==> config.mk <==
export PLATFORM = sky130hd
export DESIGN_NAME = cmp_sort_ctrl_flat
export DESIGN_NICKNAME = d
export VERILOG_FILES = /design/src/rtl/cmp_sort_if.sv /design/src/rtl/cmp_sort_ctrl.sv /design/src/flat_wrapper.sv
export SDC_FILE = /design/constraint.sdc
export NUM_CORES = 1
export LEC_CHECK = 0
export CORE_MARGIN = 5
export CORE_UTILIZATION = 45
export DETAILED_ROUTE_END_ITERATION = 10
export GPL_TIMING_DRIVEN = 0
export PLACE_DENSITY = 0.76
export RECOVER_POWER = 50
export SYNTH_ARGS = -nofsm -noshare
export SYNTH_HDL_FRONTEND = slang
export SYNTH_SLANG_ARGS = --single-unit
==> constraint.sdc <==
create_clock -name clk -period 3.6 [get_ports clk]
set_input_delay 1.08 -clock clk [delete_from_list [all_inputs] [get_ports clk]]
set_output_delay 1.08 -clock clk [all_outputs]
set_load 0.05 [all_outputs]
==> src/rtl/cmp_sort_if.sv <==
// cmp_sort_if: job control, load stream and result stream of cmp_sort_ctrl.
//
// Handshake: a transfer happens on a rising clock edge where both valid and
// ready are high. The producer holds valid and data steady until that edge.
// The consumer may change ready at any time. The din stream uses
// din_valid/din_ready and the dout stream uses dout_valid/dout_ready. start is
// a plain request that is only looked at while the block is idle.
interface cmp_sort_if #(
   parameter int WIDTH = 4
);
   logic             start;
   logic             din_valid;
   logic [WIDTH-1:0] din;
   logic             din_ready;
   logic             dout_valid;
   logic [WIDTH-1:0] dout;
   logic             dout_ready;
   logic             busy;
   logic             done;
   logic [7:0]       swaps;

   // The environment drives the job, the load data and dout_ready.
   modport master (
      output start, din_valid, din, dout_ready,
      input  din_ready, dout_valid, dout, busy, done, swaps
   );

   // The sorter.
   modport slave (
      input  start, din_valid, din, dout_ready,
      output din_ready, dout_valid, dout, busy, done, swaps
   );
endinterface

==> src/rtl/cmp_sort_ctrl.sv <==
// cmp_sort_ctrl: loads N_ENTRIES values, bubble-sorts them into ascending
// order with one shared magnitude comparator, then streams them out.
// The optional macro CMP_SORT_EARLY_EXIT_EN ends SORT after a pass that made
// no swaps. Without the macro, SORT always runs N_ENTRIES-1 full passes.
// state_dbg shows the FSM state and cmp_dbg shows the comparator flags
// {great, equal, less}.
module cmp_sort_ctrl #(
   parameter int N_ENTRIES = 4,
   parameter int WIDTH     = 4
) (
   input  logic        clk,
   input  logic        rst,
   cmp_sort_if.slave   bus,
   output logic [1:0]  state_dbg,
   output logic [2:0]  cmp_dbg
);
   localparam int IW = (N_ENTRIES > 2) ? $clog2(N_ENTRIES) : 1;
   localparam logic [IW-1:0] LAST_IDX  = IW'(N_ENTRIES - 1);
   localparam logic [IW-1:0] LAST_CMP  = IW'(N_ENTRIES - 2);
   localparam logic [IW-1:0] LAST_PASS = IW'(N_ENTRIES - 2);

   typedef enum logic [1:0] {
      IDLE = 2'd0,
      LOAD = 2'd1,
      SORT = 2'd2,
      OUT  = 2'd3
   } state_t;

   state_t           state;
   logic [IW-1:0]    wr_idx;
   logic [IW-1:0]    rd_idx;
   logic [IW-1:0]    cmp_idx;
   logic [IW-1:0]    pass_idx;
   logic             pass_swapped;
   logic             din_ready_r;
   logic             dout_valid_r;
   logic [WIDTH-1:0] dout_r;
   logic             busy_r;
   logic             done_r;
   logic [7:0]       swaps_r;

   // Entry storage has no reset. Stale contents are never visible because
   // every job rewrites all entries before it reads any of them.
   logic [WIDTH-1:0] ent [N_ENTRIES];

   logic [IW-1:0]    cmp_hi;
   logic [IW-1:0]    rd_nxt;
   logic [WIDTH-1:0] cmp_a;
   logic [WIDTH-1:0] cmp_b;
   logic             great;
   logic             equal;
   logic             less;
   logic             load_fire;
   logic             out_fire;
   logic             last_cmp;
   logic             pass_had_swap;
   logic             sort_end;
   logic             do_swap;
   logic [WIDTH-1:0] dout_first;

   // This is the single comparator. It always looks at the pair (cmp_idx, cmp_idx+1).
   always_comb begin
      cmp_hi = cmp_idx + IW'(1);
      rd_nxt = rd_idx + IW'(1);
      cmp_a  = ent[cmp_idx];
      cmp_b  = ent[cmp_hi];
      great  = (cmp_a > cmp_b);
      equal  = (cmp_a == cmp_b);
      less   = (cmp_a < cmp_b);
   end

   assign load_fire     = (state == LOAD) && bus.din_valid && din_ready_r;
   assign out_fire      = (state == OUT) && dout_valid_r && bus.dout_ready;
   assign do_swap       = (state == SORT) && great;
   assign last_cmp      = (cmp_idx == LAST_CMP);
   assign pass_had_swap = pass_swapped | great;

   // This decides when sorting stops, which is always at the last compare of a pass.
`ifdef CMP_SORT_EARLY_EXIT_EN
   assign sort_end = last_cmp && ((pass_idx == LAST_PASS) || !pass_had_swap);
`else
   assign sort_end = last_cmp && (pass_idx == LAST_PASS);
`endif

   // Entry 0 as it will look after this edge. Only the pair (0,1) can change it.
   assign dout_first = (great && (cmp_idx == '0)) ? cmp_b : ent[0];

   // This writes the entry storage. It loads values in LOAD and swaps the compared pair in SORT.
   always_ff @(posedge clk) begin
      if (!rst) begin
         if (load_fire) begin
            ent[wr_idx] <= bus.din;
         end else if (do_swap) begin
            ent[cmp_idx] <= cmp_b;
            ent[cmp_hi]  <= cmp_a;
         end
      end
   end

   // This is the control FSM. It also registers every output.
   always_ff @(posedge clk) begin
      if (rst) begin
         state        <= IDLE;
         wr_idx       <= '0;
         rd_idx       <= '0;
         cmp_idx      <= '0;
         pass_idx     <= '0;
         pass_swapped <= 1'b0;
         din_ready_r  <= 1'b0;
         dout_valid_r <= 1'b0;
         dout_r       <= '0;
         busy_r       <= 1'b0;
         done_r       <= 1'b0;
         swaps_r      <= '0;
      end else begin
         done_r <= 1'b0;
         case (state)
            IDLE: begin
               if (bus.start) begin
                  state       <= LOAD;
                  wr_idx      <= '0;
                  swaps_r     <= '0;
                  busy_r      <= 1'b1;
                  din_ready_r <= 1'b1;
               end
            end
            LOAD: begin
               if (load_fire) begin
                  if (wr_idx == LAST_IDX) begin
                     state        <= SORT;
                     wr_idx       <= '0;
                     din_ready_r  <= 1'b0;
                     cmp_idx      <= '0;
                     pass_idx     <= '0;
                     pass_swapped <= 1'b0;
                  end else begin
                     wr_idx <= wr_idx + IW'(1);
                  end
               end
            end
            SORT: begin
               if (great && (swaps_r != 8'hFF)) begin
                  swaps_r <= swaps_r + 8'd1;
               end
               if (sort_end) begin
                  state        <= OUT;
                  dout_valid_r <= 1'b1;
                  dout_r       <= dout_first;
                  rd_idx       <= '0;
                  cmp_idx      <= '0;
               end else if (last_cmp) begin
                  cmp_idx      <= '0;
                  pass_idx     <= pass_idx + IW'(1);
                  pass_swapped <= 1'b0;
               end else begin
                  cmp_idx      <= cmp_hi;
                  pass_swapped <= pass_had_swap;
               end
            end
            OUT: begin
               if (out_fire) begin
                  if (rd_idx == LAST_IDX) begin
                     state        <= IDLE;
                     dout_valid_r <= 1'b0;
                     busy_r       <= 1'b0;
                     done_r       <= 1'b1;
                     rd_idx       <= '0;
                  end else begin
                     rd_idx <= rd_nxt;
                     dout_r <= ent[rd_nxt];
                  end
               end
            end
            default: state <= IDLE;
         endcase
      end
   end

   assign bus.din_ready  = din_ready_r;
   assign bus.dout_valid = dout_valid_r;
   assign bus.dout       = dout_r;
   assign bus.busy       = busy_r;
   assign bus.done       = done_r;
   assign bus.swaps      = swaps_r;
   assign state_dbg      = state;
   assign cmp_dbg        = {great, equal, less};
endmodule
==> src/flat_wrapper.sv <==
// flat-port wrapper written by rule: the top's interface ports become plain ports
module cmp_sort_ctrl_flat 
#(
   parameter int N_ENTRIES = 4,
   parameter int WIDTH     = 4
)
  (clk, rst, state_dbg, cmp_dbg, bus_start, bus_din_valid, bus_din, bus_dout_ready, bus_din_ready, bus_dout_valid, bus_dout, bus_busy, bus_done, bus_swaps);
  cmp_sort_if #(.WIDTH(WIDTH)) bus_i ();
  input  logic clk;
  input  logic rst;
  output logic [1:0] state_dbg;
  output logic [2:0] cmp_dbg;
  input wire logic [$bits(bus_i.start)-1:0] bus_start;
  input wire logic [$bits(bus_i.din_valid)-1:0] bus_din_valid;
  input wire logic [$bits(bus_i.din)-1:0] bus_din;
  input wire logic [$bits(bus_i.dout_ready)-1:0] bus_dout_ready;
  output wire logic [$bits(bus_i.din_ready)-1:0] bus_din_ready;
  output wire logic [$bits(bus_i.dout_valid)-1:0] bus_dout_valid;
  output wire logic [$bits(bus_i.dout)-1:0] bus_dout;
  output wire logic [$bits(bus_i.busy)-1:0] bus_busy;
  output wire logic [$bits(bus_i.done)-1:0] bus_done;
  output wire logic [$bits(bus_i.swaps)-1:0] bus_swaps;
  assign bus_i.start = bus_start;
  assign bus_i.din_valid = bus_din_valid;
  assign bus_i.din = bus_din;
  assign bus_i.dout_ready = bus_dout_ready;
  assign bus_din_ready = bus_i.din_ready;
  assign bus_dout_valid = bus_i.dout_valid;
  assign bus_dout = bus_i.dout;
  assign bus_busy = bus_i.busy;
  assign bus_done = bus_i.done;
  assign bus_swaps = bus_i.swaps;
  cmp_sort_ctrl #(.N_ENTRIES(N_ENTRIES), .WIDTH(WIDTH)) u_core (.clk(clk), .rst(rst), .bus(bus_i), .state_dbg(state_dbg), .cmp_dbg(cmp_dbg));
endmodule
==> results of run 1 <==
critical path, delay by kind of cell, from the launching register on:
kind | cells | cell delay (ns)
buffers and inverters | 5 | 0.41
DFF | 1 | 0.37
muxes | 1 | 0.53
adders and majority gates | 2 | 0.48
and+or+nand+nor | 1 | 0.16
AOI/OAI and AO/OA | 2 | 0.36
through the flow:
stage / utilization / power, µW / instance area [µm²] / setup WS [ns]
after global routing: 0.561 / 2590 / 3520 / -0.204
final: 0.561 / 2450 / 3520 / -0.128
after floorplan: - / 1610 / 2900 / 0.00150
after detailed placement: 0.522 / 1920 / 3280 / -0.939
after CTS: 0.558 / 2440 / 3500 / -0.190
after global placement: 0.522 / 1890 / 3280 / -0.898
state kept, by name, indices dropped and copies added (netlist names), 2 cells and up, named ones only:
register          flops
u_core.bus.dout       4
u_core.bus.swaps      8
u_core.cmp_idx        2
u_core.ent           16
u_core.pass_idx       2
u_core.rd_idx         2
u_core.state_dbg      2
u_core.wr_idx         2
layer usage:
layer / vias up / GRT usage / wire, µm
met1: 1151 / 0.208 / 3040
li1: 1221 / - / -
met2: 54 / 0.272 / 3310
met5: - / 0 / 0
met3: 11 / 0.0342 / 291
met4: 0 / 0.0645 / 119
synth_stat cells, drive strengths merged (4+ instances only):
library cell	count
a211oi	5
a21oi	39
a22oi	4
buf	13
clkbuf	6
dfxtp	28
edfxtp	16
ha	18
inv	13
mux2i	34
mux4	8
nand2	15
nand2b	6
nand3	10
nand4	5
nor2	26
nor2b	6
nor3	5
o21ai	4
o22ai	4
kinds of logic (layout without fill, tap and decap cells):
family,count (synthesis),count (layout)
muxes,42,42
AOI/OAI and AO/OA,76,76
DFF,44,44
buffers and inverters,32,78
adders and majority gates,18,18
and+or+nand+nor,90,90
power by group:
part	internal (µW)	total [µW]	leakage (µW)	switching, µW
clock network	227	412	0.0000614	185
registers	592	654	0.000373	61.3
logic	573	1380	0.000891	810
final cells by class:
| type | count | area (µm²) | area share |
|---|---|---|---|
| buffer | 17 | 87.6 | 0.0249 |
| clock buffer | 6 | 82.6 | 0.0234 |
| clock inverter | 2 | 38.8 | 0.0110 |
| inverter | 13 | 56.3 | 0.0160 |
| multi-input combinational | 226 | 1740 | 0.493 |
| sequential | 44 | 1050 | 0.298 |
| tap | 77 | 96.3 | 0.0273 |
| timing repair buffer | 40 | 378 | 0.107 |
final timing paths:
| check | start | depth (start not counted) | to |
|---|---|---|---|
| setup / recovery | u_core.cmp_idx[0] | 11 | cmp_dbg[2] |
| hold / removal | u_core.rd_idx[1] | 2 | u_core.rd_idx[1] |
| setup reg to reg | u_core.cmp_idx[0] | 10 | u_core.ent[2][0] |
| hold reg to reg | u_core.rd_idx[1] | 2 | u_core.rd_idx[1] |
what timing repair did:
item,4_1_cts,5_1_grt
gates resized for setup,31,4
pin swaps,4,4
setup endpoints to repair,19,19
setup buffers,10,2
==> results by group, run 1 <==
Layout
  – Count of fill cells added during filler insertion: 551
  – Ratio of cells with drive above 1 in the final layout: 0.164
  – Count of nets after finishing: ~370
  – Most frequent cells in the layout: sky130_fd_sc_hd__a21oi_1, sky130_fd_sc_hd__mux2i_1, sky130_fd_sc_hd__nor2_1, sky130_fd_sc_hd__dfxtp_1, sky130_fd_sc_hd__dlygate4sd3_1
  – Post-Layout Cell Count: 425
  – Synth-to-Final Area Change: 22.3%
  – Antenna diode instance count: 0
  – Most common library cell in the layout ignoring fill and taps: sky130_fd_sc_hd__a21oi_1

Placed design
  – Total instance count after detailed placement: a little over 400
  – HPWL after detailed placement: 5070 µm
  – Port Buffer Count: 28
  – RePlAce Congestion: just under 0.9

Power and ir drop
  – Maximum VDD drop: 0.454 mV
  – Leak: about 0.0013 µW
  – Power density cells: just under 700 nW/µm²

Die
  – Effective utilization at floorplan: 0.459
  – Core region area: 6280 µm²
  – Standard-cell row count: 29
  – Height of the die: 90.0 µm
  – Die X-Extent: between 90 and 100 µm
  – Total Die Area: between 8000 and 9000 µm²
  – Boundary Pins: 30

Clocking
  – Cts bufs inserted: 5
  – Clock insertion delay at the later pin of the skew report: between 0.3 and 0.4 ns
  – Root Buffer Master: sky130_fd_sc_hd__clkbuf_8
  – Hold-fix buffers, CTS: 0
  – Clock Sink Count: between 40 and 50
  – CTS tree: built
  – Clk buf depth: 2
  – H-tree depth: 2
  – Clock-pin slew on the worst setup and hold paths: ~0.090 ns

Yosys
  – Main combinational cell family by area after synthesis: multiplexers
  – Syn nets: between 300 and 400
  – Area fraction in compound gates after synthesis: 0.168
  – Xor/xnor cell area share of the yosys netlist: 0
  – Post-synthesis mux area share: 0.181
  – Post-synth top area share: 0.195
  – Cells after Synth: slightly above 300
  – Number of warnings reported in the yosys synthesis log: 0
  – Post-synth EDFFs: 16
  – Post-synthesis cell area: just under 3000 µm²
  – Cell types occupying the most area after synthesis: sky130_fd_sc_hd__dfxtp_1, sky130_fd_sc_hd__edfxtp_1, sky130_fd_sc_hd__mux2i_1, sky130_fd_sc_hd__ha_1, sky130_fd_sc_hd__a21oi_1
  – Share of synthesized cell area in and, or, nand and nor gates: 0.160
  – Largest area contributor in the synthesized netlist: sky130_fd_sc_hd__dfxtp_1
  – Ys async rst share: 0
  – Per-instance average area after synthesis: approximately 9.5 µm²
  – Main flop type after synthesis: sky130_fd_sc_hd__dfxtp_1
  – Adder and majority gate portion of the synthesized area: 0.0782
  – Count of cell types in the netlist: between 40 and 50
  – Sequential-to-total area share from yosys stat: 0.361
  – Synth Register Bits: 44

Critical path
  – Startpoint class of the critical path: register
  – Register-to-Register Setup Slack: around 0.050 ns
  – Worst Path Arrival: roughly 2.7 ns
  – Critical path peak fanout: 4
  – Crit path largest cell delay: 0.53 ns
  – Cell-by-cell listing of the critical path: inv_4 > ha_4 > mux4_2 > inv_2 > ha_4 > and2b_1 > o211ai_2 > a21o_1 > buf_6 > inv_4 > buf_8
  – Critical path type: register to primary output
  – Critical path endpoint category: primary output
  – Critical-path cell with the highest stage delay: sky130_fd_sc_hd__mux4_2
  – CP Data Required Time: between 2 and 3 ns

Route
  – Via-per-instance ratio: between 5 and 6
  – Number of iterations in the first detailed-routing pass: 4
  – Total DRC errors in the routed layout: 0
  – Post-Route WL: 6760 µm
  – Final routed wire length divided by cell count: between 15 and 20 µm
  – Post-route antenna net violation count: 0
  – DR iter-0 viols: 119
  – Via count of the routed design: about 2400

Worst hold path
  – Worst hold path class: register to register

Status
  – Violations in the final reports: negative setup slack
  – Outcome: finished, violations left

STA
  – Worst slew margin relative to its limit: 0.510
  – Final setup vio count: 1
  – Setup total negative slack: -0.128 ns
  – Setup repair after global routing missed its margin: true
  – Slew at the pin closest to its max-slew limit: between 0.7 and 0.8 ns
  – Minimum period implied by the final worst setup slack: between 3 and 4 ns
  – Hold Worst Slack: 0.464 ns
  – Tcrit/Tclk final: 1.04
  – Worst-case setup margin in the final layout: -0.128 ns
  – Total count of hold-check failures in the final report: 0
  – Worst clock skew: around 0.013 ns
  – Max Freq: 268 MHz
  – Final Max Slew Viols: 0

Global routing
  – Pin count of the biggest net entering global routing: 15
  – Overflow left after global routing: 0
  – Via count of the first global-routing pass: between 2000 and 2500
  – Overall Global Routing Usage: 0.164
  – Initial antenna violation count: 0
  – First-pass GRT wire length: 11100 µm

Job
  – Max-Cap Viols: 0
Power figures use the tool's default switching activity.
==> run 2, diff against run 1 <==
--- a/config.mk
+++ b/config.mk
@@ -9,7 +9,7 @@
 export CORE_UTILIZATION = 45
 export DETAILED_ROUTE_END_ITERATION = 10
 export GPL_TIMING_DRIVEN = 0
-export PLACE_DENSITY = 0.76
+export PLACE_DENSITY_LB_ADDON = 0.12
 export RECOVER_POWER = 50
 export SYNTH_ARGS = -nofsm -noshare
 export SYNTH_HDL_FRONTEND = slang
==> results by group, run 2 (synthesis gave the netlist of run 1 again) <==
Status
  – Outcome: finished, violations left
  – Violations in the final reports: negative setup slack

Critical path
  – Critical path type: register to primary output
  – Critical-path cell with the highest stage delay: sky130_fd_sc_hd__mux4_2
  – Worst Path Arrival: 2.65 ns (about the same)
  – Crit path largest cell delay: 0.53 ns (about the same)
  – Startpoint class of the critical path: register
  – CP delay by family, top: multiplexers
  – Cell-by-cell listing of the critical path: inv_4 > ha_4 > mux4_2 > inv_2 > ha_4 > and2b_1 > o211ai_2 > a21o_1 > buf_6 > inv_4 > buf_8
  – Buffers & Inverters on Critical Path: 5 (unchanged)
  – Startpoint of the lowest-slack register-to-register path: u_core.cmp_idx[1]
  – CP Data Required Time: 2.52 ns (about the same)
  – Critical path endpoint category: primary output
  – CP startpoint: u_core.cmp_idx[1]
  – Critical path peak fanout: 4 (unchanged)

Die
  – Height of the die: 90.0 µm (unchanged)
  – Boundary Pins: 30 (unchanged)
  – Effective utilization at floorplan: 0.459 (unchanged)
  – Core region area: 6280 µm² (unchanged)
  – Standard-cell row count: 29 (unchanged)
  – Die X-Extent: 90.0 µm (unchanged)
  – Total Die Area: 8100 µm² (unchanged)

STA
  – Worst-case setup margin in the final layout: -0.129 ns (-0.000478 ns)
  – Setup repair after global routing missed its margin: true
  – Hold Worst Slack: 0.468 ns (+0.00345 ns)
  – Minimum period implied by the final worst setup slack: 3.73 ns (+0.000478 ns)
  – Final Max Slew Viols: 0 (unchanged)
  – Worst slew margin relative to its limit: 0.600 (+0.0893)
  – Worst clock skew: 0.0116 ns (-0.00142 ns)
  – Tcrit/Tclk final: 1.04 (about the same)
  – Max Freq: 268 MHz (about the same)
  – Slew at the pin closest to its max-slew limit: 0.596 ns (-0.137 ns)
  – Total count of hold-check failures in the final report: 0 (unchanged)
  – Final setup vio count: 2 (+1)

Clocking
  – Hold-fix buffers, CTS: 0 (unchanged)
  – Clock Sink Count: 44 (unchanged)
  – Cts bufs inserted: 5 (unchanged)
  – Root Buffer Master: sky130_fd_sc_hd__clkbuf_8
  – Clk buf depth: 2 (unchanged)
  – CTS tree: built
  – Clock-pin slew on the worst setup and hold paths: 0.08 ns (about the same)
  – H-tree depth: 2 (unchanged)
  – Clock insertion delay at the later pin of the skew report: 0.31 ns (about the same)

Placed design
  – Port Buffer Count: 28 (unchanged)
  – HPWL after detailed placement: 5300 µm (+4.5%)
  – RePlAce Congestion: 0.868 (-2.6%)

Global routing
  – First-pass GRT wire length: 11600 µm (+4.8%)
  – Overall Global Routing Usage: 0.173 (+0.00892)
  – Pin count of the biggest net entering global routing: 14 (-1)
  – Initial antenna violation count: 0 (unchanged)
  – Via count of the first global-routing pass: 2373 (+1.7%)
  – Overflow left after global routing: 0 (unchanged)

Power and ir drop
  – Power density cells: 674 nW/µm² (-3.1%)
  – Leak: 0.00133 µW (+0.65%)
  – Sum of internal, switching and leakage power: 2380 µW (-3.0%)
  – Maximum VDD drop: 0.509 mV (+12%)

Worst hold path
  – Worst hold path class: register to register
  – Hold Crit Start: u_core.rd_idx[1]

Layout
  – Count of nets after finishing: 376 (+0.53%)
  – Synth-to-Final Area Change: 22.4% (about the same)
  – Ratio of cells with drive above 1 in the final layout: 0.169 (+0.00478)
  – Most common library cell in the layout ignoring fill and taps: sky130_fd_sc_hd__a21oi_1
  – Most frequent cells in the layout: sky130_fd_sc_hd__a21oi_1, sky130_fd_sc_hd__mux2i_1, sky130_fd_sc_hd__nor2_1, sky130_fd_sc_hd__dfxtp_1, sky130_fd_sc_hd__dlygate4sd3_1
  – Antenna diode instance count: 0 (unchanged)
  – Final cell utilization of the core: 0.562 (about the same)
  – Register with the most flip-flops: u_core.ent
  – Max FFs per register: 16 (unchanged)
  – Count of fill cells added during filler insertion: 592 (+7.4%)

Route
  – Total DRC errors in the routed layout: 0 (unchanged)
  – Final routed wire length divided by cell count: 16.2 µm (+2.0%)
  – Via-per-instance ratio: 5.78 (+0.72%)
  – Post-route antenna net violation count: 0 (unchanged)
  – Number of iterations in the first detailed-routing pass: 4 (unchanged)
  – DR iter-0 viols: 126 (+5.9%)
  – Via count of the routed design: 2466 (+1.2%)
  – Post-Route WL: 6930 µm (+2.5%)

Job
  – Max-Cap Viols: 0 (unchanged)
[run 2: power breakdown]
part	internal [µW]	switching, µW
clock network	157	174
registers	593	63.2
logic	574	816
[run 2: worst min-delay path: stages (launching register included)]
cell and delay (ns):
sky130_fd_sc_hd__dfxtp_1 0.32, sky130_fd_sc_hd__nand2_1 0.05, sky130_fd_sc_hd__a21oi_1 0.05
[run 2: metal layers]
layer,track usage,wire (µm),vias up
met1,0.241,3380,1184
li1,-,-,1219
met4,0.0484,101,0
met2,0.272,3170,53
met3,0.0342,274,10
met5,0,0,-
[run 2: cell type report]
class | instances | area [µm²] | area share
sequential | 44 | 1050 | 0.297
multi-input combinational | 226 | 1750 | 0.496
clock buffer | 7 | 86.3 | 0.0245
buffer | 17 | 87.6 | 0.0248
tap | 77 | 96.3 | 0.0273
inverter | 13 | 56.3 | 0.0160
timing repair buffer | 42 | 397 | 0.112
clock inverter | 1 | 6.26 | 0.00177
[run 2: path summary, 6_finish.rpt]
| path | slack, ns | cells past startpoint | end |
|---|---|---|---|
| worst max-delay path | -0.13 | 11 | cmp_dbg[2] |
| worst max register to register | 0.20 | 10 | u_core.ent[0][3] |
| worst min register to register | 0.47 | 2 | u_core.rd_idx[1] |
| worst min-delay path | 0.47 | 2 | u_core.rd_idx[1] |
[run 2: stage by stage]
stage / instances / instance area, µm² / setup TNS [ns] / setup slack (ns)
floorplan: 302 / 2900 / 0 / 0.00150
global placement: 407 / 3280 / -4.61 / -0.899
detailed placement: 407 / 3280 / -5.06 / -0.926
CTS: 425 / 3480 / -0.256 / -0.181
global route: 427 / 3530 / -0.315 / -0.228
finish: 427 / 3530 / -0.131 / -0.129
[run 2: repair_timing]
item                       4_1_cts  5_1_grt
pin swaps                        4        4
setup buffers                   12        2
gates resized for setup         31        6
setup endpoints to repair       19       19
==> run 3, diff against run 2 <==
--- a/config.mk
+++ b/config.mk
@@ -5,6 +5,7 @@
 export SDC_FILE = /design/constraint.sdc
 export NUM_CORES = 1
 export LEC_CHECK = 0
+export ABC_CLOCK_PERIOD_IN_PS = 3600
 export CORE_MARGIN = 5
 export CORE_UTILIZATION = 45
 export DETAILED_ROUTE_END_ITERATION = 10
==> results of run 3 <==
The final DEF is identical to that of run 2; final timing and power are the same.
